`src/rtl/multi_note_timer_pkg.sv`:
```
// Shared types and default sizing for the multi-voice note timer.
package multi_note_timer_pkg;

  localparam int NUM_VOICES_DEF = 4;
  localparam int LEN_W_DEF      = 6;

  typedef enum logic {
    VOICE_IDLE = 1'b0,
    VOICE_RUN  = 1'b1
  } voice_state_t;

endpackage

```
`src/rtl/multi_note_timer_voice.sv`:
```
// One note timer: a beat down-counter that ends or reloads at terminal count 1.
//   state      | meaning
//   VOICE_IDLE | no note playing, count held at 0
//   VOICE_RUN  | note in progress, count = beats left including the current one
module note_voice
  import multi_note_timer_pkg::*;
#(
  parameter int LEN_W = LEN_W_DEF
) (
  input  logic             clk,
  input  logic             reset,
  input  logic             beat,
  input  logic             play,
  input  logic             pause,
  input  logic             load,
  input  logic [LEN_W-1:0] length,
  input  logic             loop,
  output logic             note_did_end,
  output logic             active,
  output logic [LEN_W-1:0] remaining
);

  voice_state_t     state;
  logic [LEN_W-1:0] count;
  logic [LEN_W-1:0] reload;
  logic             loop_q;
  logic             advance;

  assign advance = play & ~pause & beat;

  // load wins over advance, so a restart never emits an end pulse for the aborted note
  always_ff @(posedge clk or negedge reset) begin
    if (!reset) begin
      state        <= VOICE_IDLE;
      count        <= '0;
      reload       <= '0;
      loop_q       <= 1'b0;
      note_did_end <= 1'b0;
    end else begin
      note_did_end <= 1'b0;
      if (load) begin
        if (length != '0) begin
          state  <= VOICE_RUN;
          count  <= length;
          reload <= length;
          loop_q <= loop;
        end else begin
          state        <= VOICE_IDLE;
          count        <= '0;
          note_did_end <= 1'b1;
        end
      end else if (advance && state == VOICE_RUN) begin
        if (count > LEN_W'(1)) begin
          count <= count - LEN_W'(1);
        end else begin
          note_did_end <= 1'b1;
          if (loop_q) begin
            count <= reload;
          end else begin
            count <= '0;
            state <= VOICE_IDLE;
          end
        end
      end
    end
  end

  assign active    = (state == VOICE_RUN);
  assign remaining = count;

endmodule

```
`src/rtl/multi_note_timer.sv`:
```
// Bank of independent note timers sharing the beat/play/pause controls.
module multi_note_timer
  import multi_note_timer_pkg::*;
#(
  parameter int NUM_VOICES = NUM_VOICES_DEF,
  parameter int LEN_W      = LEN_W_DEF
) (
  input  logic                        clk,
  input  logic                        reset,
  input  logic                        beat,
  input  logic                        play,
  input  logic                        pause,
  input  logic [NUM_VOICES-1:0]       load,
  input  logic [NUM_VOICES*LEN_W-1:0] note_length,
  input  logic [NUM_VOICES-1:0]       loop,
  output logic [NUM_VOICES-1:0]       note_did_end,
  output logic [NUM_VOICES-1:0]       active,
  output logic [NUM_VOICES*LEN_W-1:0] remaining,
  output logic                        all_idle
);

  for (genvar i = 0; i < NUM_VOICES; i++) begin : g_voice
    note_voice #(.LEN_W(LEN_W)) u_voice (
      .clk          (clk),
      .reset        (reset),
      .beat         (beat),
      .play         (play),
      .pause        (pause),
      .load         (load[i]),
      .length       (note_length[i*LEN_W +: LEN_W]),
      .loop         (loop[i]),
      .note_did_end (note_did_end[i]),
      .active       (active[i]),
      .remaining    (remaining[i*LEN_W +: LEN_W])
    );
  end

  assign all_idle = ~|active;

endmodule

```
`config.mk`:
```
export PLATFORM = sky130hd
export DESIGN_NAME = multi_note_timer
export DESIGN_NICKNAME = d
export VERILOG_FILES = /design/src/rtl/multi_note_timer_pkg.sv /design/src/rtl/multi_note_timer_voice.sv /design/src/rtl/multi_note_timer.sv
export SDC_FILE = /design/constraint.sdc
export NUM_CORES = 1
export LEC_CHECK = 0
export CAP_MARGIN = 20
export CORE_AREA = 10 10 99 101
export DETAILED_ROUTE_END_ITERATION = 6
export DIE_AREA = 0 0 109 111
export DONT_BUFFER_PORTS = 1
export HOLD_SLACK_MARGIN = 0.06
export PLACE_DENSITY = 0.66
export SLEW_MARGIN = 20
export SYNTH_ARGS = -nofsm -noshare
export SYNTH_HDL_FRONTEND = slang
export SYNTH_SLANG_ARGS = --single-unit
```
`constraint.sdc`:
```
create_clock -name clk -period 2.9 [get_ports clk]
set_input_delay 0.29 -clock clk [delete_from_list [all_inputs] [get_ports clk]]
set_output_delay 0.29 -clock clk [all_outputs]
set_load 0.01 [all_outputs]
```
# Word level (Yosys, flattened, before mapping)
# Cells that the tools add are included.
# W data, S select, Z words.
[totals] regBits=60 latchBits=0 mem_bits_rw=0 rom_bits=0 out_inout_bits=33 n_memories=0
[classes] n_addsub=4 n_mul=0 n_div=0 n_lt_le_gt_ge=4 eq_ne=8 shift=0 n_mux=56 bitwise=3 n_reduce_logical=22
[op_table] operator="$mux W6" count=20
[op_table] operator="$mux W1" count=36
[op_table] operator="$gt A6 B1 Y1 const B" count=4
[op_table] operator="$reduce_bool A6 Y1" count=4
[op_table] operator="$sub A6 B1 Y6 const B" count=4
[op_table] operator="$ne A2 B2 Y1 const B" count=8
[op_table] operator="$reduce_and A3 Y1" count=4
[op_table] operator="$reduce_and A2 Y1" count=4
[op_table] operator="$reduce_bool A2 Y1" count=4
[op_table] operator="$logic_and A1 B1 Y1" count=4
[op_table] operator="$reduce_or A4 Y1" count=1
[op_table] operator="$and A1 B1 Y1" count=2
[op_table] operator="$logic_not A1 Y1" count=1
[op_table] operator="$not A1 Y1" count=1

# Longest topological paths before layout
# Gate-level depths: netlist (run 1).
[depth] word_depth=6 depth_mapped=7 mapped_depth_nobuf=6

# By module
# From an unflattened synthesis (run 1), not the netlist that was laid out.
[unflattened] hier_cells=339 area_unflattened_um2=3344.5
[modules_own_cells] mod="note_voice at g_voice[0].u_voice ..." n_inst=3 cells_each=84 area_per_inst_um2=833.3
[modules_own_cells] mod="note_voice at g_voice[3].u_voice" n_inst=1 cells_each=86 area_per_inst_um2=832.0
[modules_own_cells] mod="multi_note_timer" n_inst=1 cells_each=1 area_per_inst_um2=12.5

# Least setup slack after synthesis (run 1)
# Ideal clock, no wire load.
[synth_timing] path_kind="register to register" startpoint="register g_voice[3].u_voice.count[2]" endpoint="register g_voice[3].u_voice.count[1]" setup_time_ns=0.096 t_arrival_ns=1.778 slack_ns=1.026 stages_incl_launch_ff=5 n_path_buf=0 path_cell_list="dfrtp_1 -> or3_4 -> nor3_1 -> mux2_2 -> o31ai_1"
[synth_between] elab_chain_cells=4
[synth_rtl] item="from (decl)" line_no="multi_note_timer_voice.sv:24" text="logic [LEN_W-1:0] count;"
[synth_rtl] item="from (signal assigned)" line_no="multi_note_timer_voice.sv:44" text="count <= length;"
[synth_rtl] item="from (signal assigned)" line_no="multi_note_timer_voice.sv:54" text="count <= count - LEN_W'(1);"
[synth_rtl] item="from (signal assigned)" line_no="multi_note_timer_voice.sv:58" text="count <= reload;"
[synth_rtl] item="$gt A6 B1 Y1" line_no="multi_note_timer_voice.sv:53" text="if (count > LEN_W'(1)) begin"
[synth_rtl] item="$mux W6" line_no="multi_note_timer_voice.sv:53"
[synth_rtl] item="$mux W6" line_no="multi_note_timer_voice.sv:52" text="end else if (advance && state == VOICE_RUN) begin"
[synth_rtl] item="$mux W6" line_no="multi_note_timer_voice.sv:41" text="if (load) begin"
# No other way between the ends. The select of a mux whose other input is x is not followed.
# A chain may end at the register's enable or synchronous reset.

# Final worst setup path (run 1)
[layout_timing] startpoint="register g_voice[3].u_voice.count[0]" endpoint="register g_voice[3].u_voice.count[0]"
[layout_between] elab_chain_cells=4 elab_cells_between_ends=5
[layout_rtl] item="$sub A6 B1 Y6 / $gt A6 B1 Y1 (equally long branches)" line_no="multi_note_timer_voice.sv:54, multi_note_timer_voice.sv:53"
[layout_rtl] item="$mux W6 *" line_no="multi_note_timer_voice.sv:53"
[layout_rtl] item="$mux W6 *" line_no="multi_note_timer_voice.sv:52"
[layout_rtl] item="$mux W6 *" line_no="multi_note_timer_voice.sv:41"
# Every way passes the cells marked *; elsewhere a longest branch is shown, timed or not. The select of a mux whose other input is x is not followed.

==> out/qor.txt, run 1 <==
Global route overflow - 0
Worst relative slew slack - 50.8%
Crit path kind - reg2reg
Setup crit start kind - flop
Worst Clk Skew - 9.69 ps
Placed wire-length estimate - 6300 um
Unrepaired setup endpoints after global routing - false
Pwr/cell area - 581 mW/mm^2
Fraction of layout cells with a size suffix above 1 - 10.6%
Yosys cell types - 62
Clk Tree Root Cell - clkbuf_8
Top FF cell, synth - dfrtp_1
Top post-synthesis cells by area - dfrtp_1 (44%), nand2_1 (7.4%), mux2_2 (3.3%)
Max_cap viols - 0
Largest net degree at the start of global routing - 61
Site Rows - 33
CTS Hold Bufs - 7
IO Pins - 70
EDFF count, synth - 0
Crit. End Element - flop
Max VDD drop - 0.247 mV
Met3 usage - 6.05%
WL/cell - 19.5 um
Fin nets - 399
Final hold viol count - 0
Initial antenna violation count - 0
1st-iter DRT viols - 111
Async set-reset flop share out of synthesis - 100%
Post-route worst setup slack - 425 ps
Critical Path AT - 2760 ps
GRT met2 Usage - 23.0%
Yosys Warn Count - 0
Fillers - 746
Crit share post-route - 85.3%
Antenna diodes - 0
Area leader, netlist - dfrtp_1
Worst hold slack - 66.2 ps
Placer Congestion - 0.770
Outcome - finished clean
Worst stage delay on the critical path - 560 ps
Die Span Y - 111 um
Max Transition Viols Final - 0
CTS HTree Levels - 3
Total CTS buffers - 9
Slowest cell on crit path - dlygate4sd3_1
TritonCTS clock tree - done
Worst hold path type - in2reg
Most frequent cells in the layout - nand2_1 (67), dfrtp_1 (60), nor2_1 (19), inv_1 (16), clkbuf_8 (13)
Residual DRC - 0
Post-CTS sizing - 0
Pre-CTS WS - 833 ps
Vias per inst - 6.06
Syn nets - 400
First-pass GRT wire length - 14,800 um
Area of the mapped netlist - 0.00342 mm^2
Area used by multi-input combinational logic - 0.00174 mm^2
Layer with the highest usage - met2
WP data required - 3180 ps
GRT Total Usage - 15.2%
Port bufs - 0
Met1 GRT Util - 19.1%
Initial Util - 42.9%
Crit path cell chain - inv_1, ha_1, nor2_1, nor4b_1, nand3_1, a32oi_1, dlygate4sd3_1
Mean area per synthesized cell - 9.64 um^2
Core Area - 0.00797 mm^2
Reg clk slew, reported paths - 70 ps
Die X - 109 um
Vias in the first global route - 2,748
Antenna Violating Nets Remaining - 0
Synthesized flop and latch total - 60
Max Clock Freq - 404 MHz
Die Area - 0.0121 mm^2
Worst-Skew Late Latency - 340 ps
Max Root-Sink Buffers - 2
Setup tns final - 0 ps
Via count - 2,801
Commonest non-fill, non-tap cell in the layout - nand2_1
Static Leak - 1.59 nW
Clock Sinks - 60
Crit-path max FO - 8
Initial DRT Pass Iterations - 5
Area delta synth->final - 9.25%
Post-synthesis sequential area ratio - 43.9%
Post-CTS setup buffers - 0
Reg area - 0.00150 mm^2
Final setup viols - 0
Final min period - 2470 ps
Worst Tran Pin Value - 732 ps
Final wirelength - 9000 um
Post-synthesis cell count - 355
Tot Pwr - 2.17 mW
Synth top area share - 43.9%
[flip-flops by register name (all words and copies together), names as in the netlist]
name                          cells
g_voice.u_voice.active            4
g_voice.u_voice.reload           24
g_voice.u_voice.loop_q            4
g_voice.u_voice.remaining        24
g_voice.u_voice.note_did_end      4
[cell families after synthesis]
group                    share of synthesized area [%]
AO/OA/AOI/OAI                                     21.0
XOR/XNOR                                          1.28
adder cells (fa/ha/maj)                           2.93
buffers and inverters                             5.23
flip-flops                                        43.9
multiplexers                                      5.19
AND/OR/NAND/NOR                                   20.5
[cell usage after synthesis, drive strengths merged, types with 2 or more instances]
library cell and n:
a31oi 5, nor2b 5, a2111oi 3, or4 5
nor2 19, mux2i 5, a22o 5, and2 6
clkbuf 9, dfrtp 60, a311o 2, ha 8
nand3b 2, o21a 2, nor4 8, nand2 67
o211ai 5, o31a 5, o311ai 2, nand3 5
o41ai 2, inv 16, a211oi 2, a21o 6
o31ai 15, o21ai 11, a41o 2, or3 3
buf 10, a311oi 3, xnor2 4, a21oi 6
mux2 11, nor3b 6, nand4b 6, nor3 4
[final timing paths]
kind | startpoint | depth (start not counted) | endpoint | slack (ps)
min in group asynchronous | reset | 2 | g_voice[0].u_voice.remaining[4] | 470
worst max-delay path | g_voice[3].u_voice.remaining[0] | 7 | g_voice[3].u_voice.remaining[0] | 430
worst min register to register | g_voice[3].u_voice.reload[3] | 2 | g_voice[3].u_voice.reload[3] | 470
worst min-delay path | load[3] | 1 | g_voice[3].u_voice.note_did_end | 70
max in group asynchronous | reset | 2 | g_voice[1].u_voice.remaining[3] | 2150
worst max register to register | g_voice[3].u_voice.remaining[0] | 7 | g_voice[3].u_voice.remaining[0] | 430
[worst max-delay path: cells and delay by family (launching register included)]
family / cells / cell delay, ps
AND/OR/NAND/NOR: 3 / 760
buffers and inverters: 2 / 690
flip-flops: 1 / 500
adder cells (fa/ha/maj): 1 / 250
AO/OA/AOI/OAI: 1 / 210
[final cells by class]
| type | count | share of cell area [%] |
|---|---|---|
| multi-input cells | 259 | 46.6 |
| inverters | 16 | 1.61 |
| flip-flops and latches | 60 | 40.2 |
| repair buffers | 8 | 2.54 |
| clock buffers | 13 | 4.79 |
| clock inverters | 1 | 0.803 |
| well taps | 105 | 3.52 |
[through the flow]
stage,area [um^2],std cells,util [%]
after detailed placement,3440,441,43.2
final,3740,462,46.9
after CTS,3740,462,46.9
after global placement,3440,441,43.2
after global routing,3740,462,46.9
after floorplan,3420,355,-
[routing by layer]
| layer | vias up | wire length, um |
|---|---|---|
| met5 | - | 0 |
| met4 | 0 | 130 |
| met3 | 11 | 896 |
| met2 | 95 | 4210 |
| met1 | 1388 | 3750 |
| li1 | 1307 | - |
[power breakdown]
group	switching, mW	total, mW	internal [mW]
Combinational	0.162	0.316	0.155
Sequential	0.126	1.04	0.912
Clock	0.336	0.818	0.482
Total	0.624	2.17	1.55
Note: power is estimated with default switching activity, not from simulation.
==> inputs of run 2 (changes only) <==
Settings changed: PLACE_DENSITY 0.66 to 0.57.
==> run 2 against run 1 <==
  * Fmax rose by 2.9%
  * Largest power group unchanged
  * Count of clock-buffer cells in the layout fell by 3
  * Hold slack improved by 17 ps
  * Clock skew about the same
  * Via count shrank 1.5%
==> out/qor.txt, run 2 (synthesized netlist as in run 1, its figures left out) <==
Outcome - finished clean
Top delay family on crit path - simple AND/OR/NAND/NOR gates
Final Cell Area - 0.00373 mm^2
Crit-path max FO - 6
Max Clock Freq - 416 MHz
Final wirelength - 9010 um
IO Pins - 70
Worst-Skew Late Latency - 330 ps
Port bufs - 0
First-pass GRT wire length - 14,600 um
Max Transition Viols Final - 0
Total CTS buffers - 9
Post-place instance area - 0.00344 mm^2
Final setup viols - 0
Initial antenna violation count - 0
Antenna Violating Nets Remaining - 0
Largest net degree at the start of global routing - 61
Static Leak - 1.59 nW
Die Area - 0.0121 mm^2
Crit share post-route - 82.9%
Vias in the first global route - 2,732
Slowest cell on crit path - dlygate4sd3_1
CTS HTree Levels - 3
Residual DRC - 0
Core Util, Final - 46.8%
Worst Clk Skew - 10.2 ps
Fraction of layout cells with a size suffix above 1 - 10.8%
Fillers - 724
Crit. End Element - flop
Most frequent cells in the layout - nand2_1 (67), dfrtp_1 (60), nor2_1 (19), inv_1 (16), o31ai_1 (12)
Crit path cell chain - or3_4, nor4b_1, nand3_1, a32oi_1, dlygate4sd3_1
Global route overflow - 0
Non-filler instance count after layout - 466
Setup crit start kind - flop
WL/cell - 19.3 um
Initial DRT Pass Iterations - 4
Commonest non-fill, non-tap cell in the layout - nand2_1
Worst hold path type - in2reg
Post-route worst setup slack - 495 ps
Placed wire-length estimate - 6280 um
GRT Total Usage - 15.1%
Critical Path AT - 2680 ps
Crit path kind - reg2reg
Fin nets - 401
Setup tns final - 0 ps
Worst Tran Pin Value - 755 ps
Pwr/cell area - 558 mW/mm^2
Worst relative slew slack - 49.2%
Initial Util - 42.9%
Max VDD drop - 0.237 mV
Via count - 2,758
Vias per inst - 5.92
1st-iter DRT viols - 111
Area delta synth->final - 9.07%
Clk Tree Root Cell - clkbuf_8
Placer Congestion - 0.864
Clock Sinks - 60
Antenna diodes - 0
Tot Pwr - 2.08 mW
CP Buf/Inv Count - 1
Die X - 109 um
Die Span Y - 111 um
WP data required - 3180 ps
Post-CTS setup buffers - 0
Unrepaired setup endpoints after global routing - false
Max_cap viols - 0
Final min period - 2410 ps
Core Area - 0.00797 mm^2
TritonCTS clock tree - done
Worst stage delay on the critical path - 560 ps
Pre-CTS WS - 802 ps
Final hold viol count - 0
Max Root-Sink Buffers - 2
Placed insts - 441
Site Rows - 33
Reg clk slew, reported paths - 70 ps
Worst hold slack - 83.0 ps
run 2: power breakdown:
part           internal (mW)  switching, mW  total [mW]
combinational          0.156          0.162       0.318
clock                  0.390          0.335       0.725
sequential             0.912          0.127        1.04
total                   1.46          0.624        2.08
run 2: what timing repair did:
| action | in CTS | in global routing |
|---|---|---|
| setup endpoints to repair | 0 | 0 |
| hold buffers | 7 | 2 |
| resized for setup | 0 | 0 |
| endpoints found under the hold margin | 76 | 2 |
run 2: area by class of cell:
cell class	count	area, um^2	area share (%)
multi-input combinational	259	1740	46.6
sequential	60	1500	40.2
tap	105	131	3.52
clock buffer	10	128	3.42
timing repair buffer	10	115	3.09
inverter	16	60.1	1.61
clock inverter	6	55.1	1.48
run 2: final timing paths:
kind | start | end | slack [ps] | depth (start not counted)
worst min-delay path | note_length[23] | g_voice[3].u_voice.reload[5] | 80 | 2
worst min register to register | g_voice[3].u_voice.reload[3] | g_voice[3].u_voice.reload[3] | 470 | 2
max in group asynchronous | reset | g_voice[1].u_voice.loop_q | 2150 | 2
worst max register to register | g_voice[3].u_voice.remaining[2] | g_voice[3].u_voice.remaining[0] | 490 | 5
worst max-delay path | g_voice[3].u_voice.remaining[2] | g_voice[3].u_voice.remaining[0] | 490 | 5
min in group asynchronous | reset | g_voice[2].u_voice.reload[3] | 500 | 2
run 2: routing by layer:
metal	GRT usage (%)	up-vias	part of all wire, %
li1	-	1312	-
met5	0	-	0
met2	22.4	77	46
met1	18.9	1359	44
met3	6.92	10	8.7
met4	4.75	0	1.1
==> inputs of run 3 (changes only) <==
Settings changed: PLACE_DENSITY 0.57 to 0.59.
Clock period 2.9 ns to 2.2 ns, I/O delays scaled along.
==> run 3 against run 2 <==
  * Combinational power up 76%
  * Core utilization up 4.5 points
  * Count of clock-buffer cells in the layout up 3
  * Fmax is 19% higher
  * Setup slack worse by 320 ps
  * Register-to-register slack got worse by 320 ps
  * Non-clock buffer count increased by 42
  * Critical path type unchanged
  * Clock skew is 3.1 ps lower
  * Largest power group unchanged
  * Sequential power up 27%
==> out/qor.txt, run 3 (synthesized netlist as in run 1, its figures left out) <==
Initial antenna violation count - 0
Setup crit start kind - flop
Max Transition Viols Final - 0
Post-place instance area - 0.00360 mm^2
Outcome - finished clean
Worst hold path type - in2reg
Final Cell Area - 0.00409 mm^2
Pwr/cell area - 677 mW/mm^2
Placed insts - 462
Non-filler instance count after layout - 507
Worst relative slew slack - 58.9%
TritonCTS clock tree - done
Crit share post-route - 92.0%
Residual DRC - 0
Core Util, Final - 51.3%
Global route overflow - 0
Port bufs - 0
Worst-Skew Late Latency - 330 ps
Crit. Startpoint - g_voice[3].u_voice.remaining[2]
Via count - 2,929
Max_cap viols - 0
Unrepaired setup endpoints after global routing - false
Most frequent cells in the layout - nand2_1 (67), dfrtp_1 (60), dlygate4sd3_1 (29), buf_4 (22), nor2_1 (19)
Max Root-Sink Buffers - 2
Fin nets - 443
Worst R2R Path Depth - 4
1st-iter DRT viols - 78
Die Span Y - 111 um
WP data required - 2430 ps
Worst Clk Skew - 7.07 ps
Total CTS buffers - 9
Antenna Violating Nets Remaining - 0
Placed wire-length estimate - 6700 um
Fraction of layout cells with a size suffix above 1 - 14.7%
CTS HTree Levels - 3
Core Area - 0.00797 mm^2
Final wirelength - 9540 um
FF-to-FF Start - g_voice[3].u_voice.remaining[2]
Setup tns final - 0 ps
Final hold viol count - 0
Initial Util - 42.9%
Die X - 109 um
Die Area - 0.0121 mm^2
Final setup viols - 0
Area delta synth->final - 19.6%
Site Rows - 33
Crit path kind - reg2reg
Commonest non-fill, non-tap cell in the layout - nand2_1
Max VDD drop - 0.298 mV
Crit. End Element - flop
Crit-path max FO - 5
Vias in the first global route - 3,089
IO Pins - 70
Placer Congestion - 0.852
Capture point of the worst path - g_voice[3].u_voice.remaining[1]
Initial DRT Pass Iterations - 4
Clock Sinks - 60
WL/cell - 18.8 um
Max Clock Freq - 494 MHz
Static Leak - 1.77 nW
Antenna diodes - 0
FF-to-FF setup slack - 180 ps
Reg clk slew, reported paths - 70 ps
Critical Path AT - 2250 ps
GRT Total Usage - 16.4%
Largest net degree at the start of global routing - 61
Clk Tree Root Cell - clkbuf_8
Worst r2r dst - g_voice[3].u_voice.remaining[1]
Worst Tran Pin Value - 612 ps
First-pass GRT wire length - 16,000 um
Vias per inst - 5.78
Final min period - 2020 ps
-- run 3: cell types whose count changed in the layout (fill, tap and decap cells not counted) --
cell / change
nor4_2: +1
dlygate4sd3_1: +21
clkbuf_1: +1
nor4_1: -1
buf_4: +21
clkinv_2: -3
clkbuf_8: +2
bufinv_16: -1
-- run 3: stage by stage --
step	setup WS, ps	power, mW	hold slack [ps]
finish	175	2.77	74.3
global route	77.7	2.93	69.1
CTS	187	2.79	63.8
detailed placement	195	1.82	-73.6
global placement	256	1.81	-73.5
floorplan	326	1.68	-75.6
-- run 3: worst min path at each step --
stage | startpoint | endpoint | slack, ps | depth (start not counted)
2_1_floorplan | reset | g_voice[0].u_voice.active | -80 | 0
3_3_place_gp | reset | g_voice[2].u_voice.reload[5] | -70 | 0
3_5_place_dp | reset | g_voice[2].u_voice.reload[5] | -70 | 0
4_1_cts | load[3] | g_voice[3].u_voice.remaining[5] | 60 | 2
5_1_grt | note_length[4] | g_voice[0].u_voice.note_did_end | 70 | 3
6_report | load[3] | g_voice[3].u_voice.remaining[5] | 70 | 2
-- run 3: area by class of cell --
| type | count | area (um^2) |
|---|---|---|
| clock buffer | 13 | 159 |
| clock inverter | 2 | 10.0 |
| fill | 718 | 3880 |
| inverter | 16 | 60.1 |
| multi-input combinational | 259 | 1750 |
| sequential | 60 | 1500 |
| tap | 105 | 131 |
| timing repair buffer | 52 | 483 |
-- run 3: layer usage --
metal	GRT usage [%]	up-vias	part of all wire, %
met5	0	-	0
met2	24.9	72	46
met4	5.28	0	1.7
li1	-	1395	-
met3	6.22	14	7.6
met1	20.6	1448	44
-- run 3: worst max-delay path: stages, from the launching register on --
cell and delay, ps:
dfrtp_1 380, or3_4 400, nor3_1 530, mux2_2 400
o31ai_1 210
-- run 3: report_power, final --
part / total [mW] / internal, mW / leakage (nW) / switching [mW]
logic: 0.561 / 0.273 / 0.954 / 0.288
clock network: 0.884 / 0.462 / 0.0893 / 0.423
registers: 1.32 / 1.20 / 0.724 / 0.121
-- run 3: repair_timing --
action / CTS / global route
setup endpoints to repair: 0 / 1
hold buffers: 30 / 0
gates resized for setup: 0 / 1
hold endpoints to repair: 109 / 0
setup buffers: 0 / 0
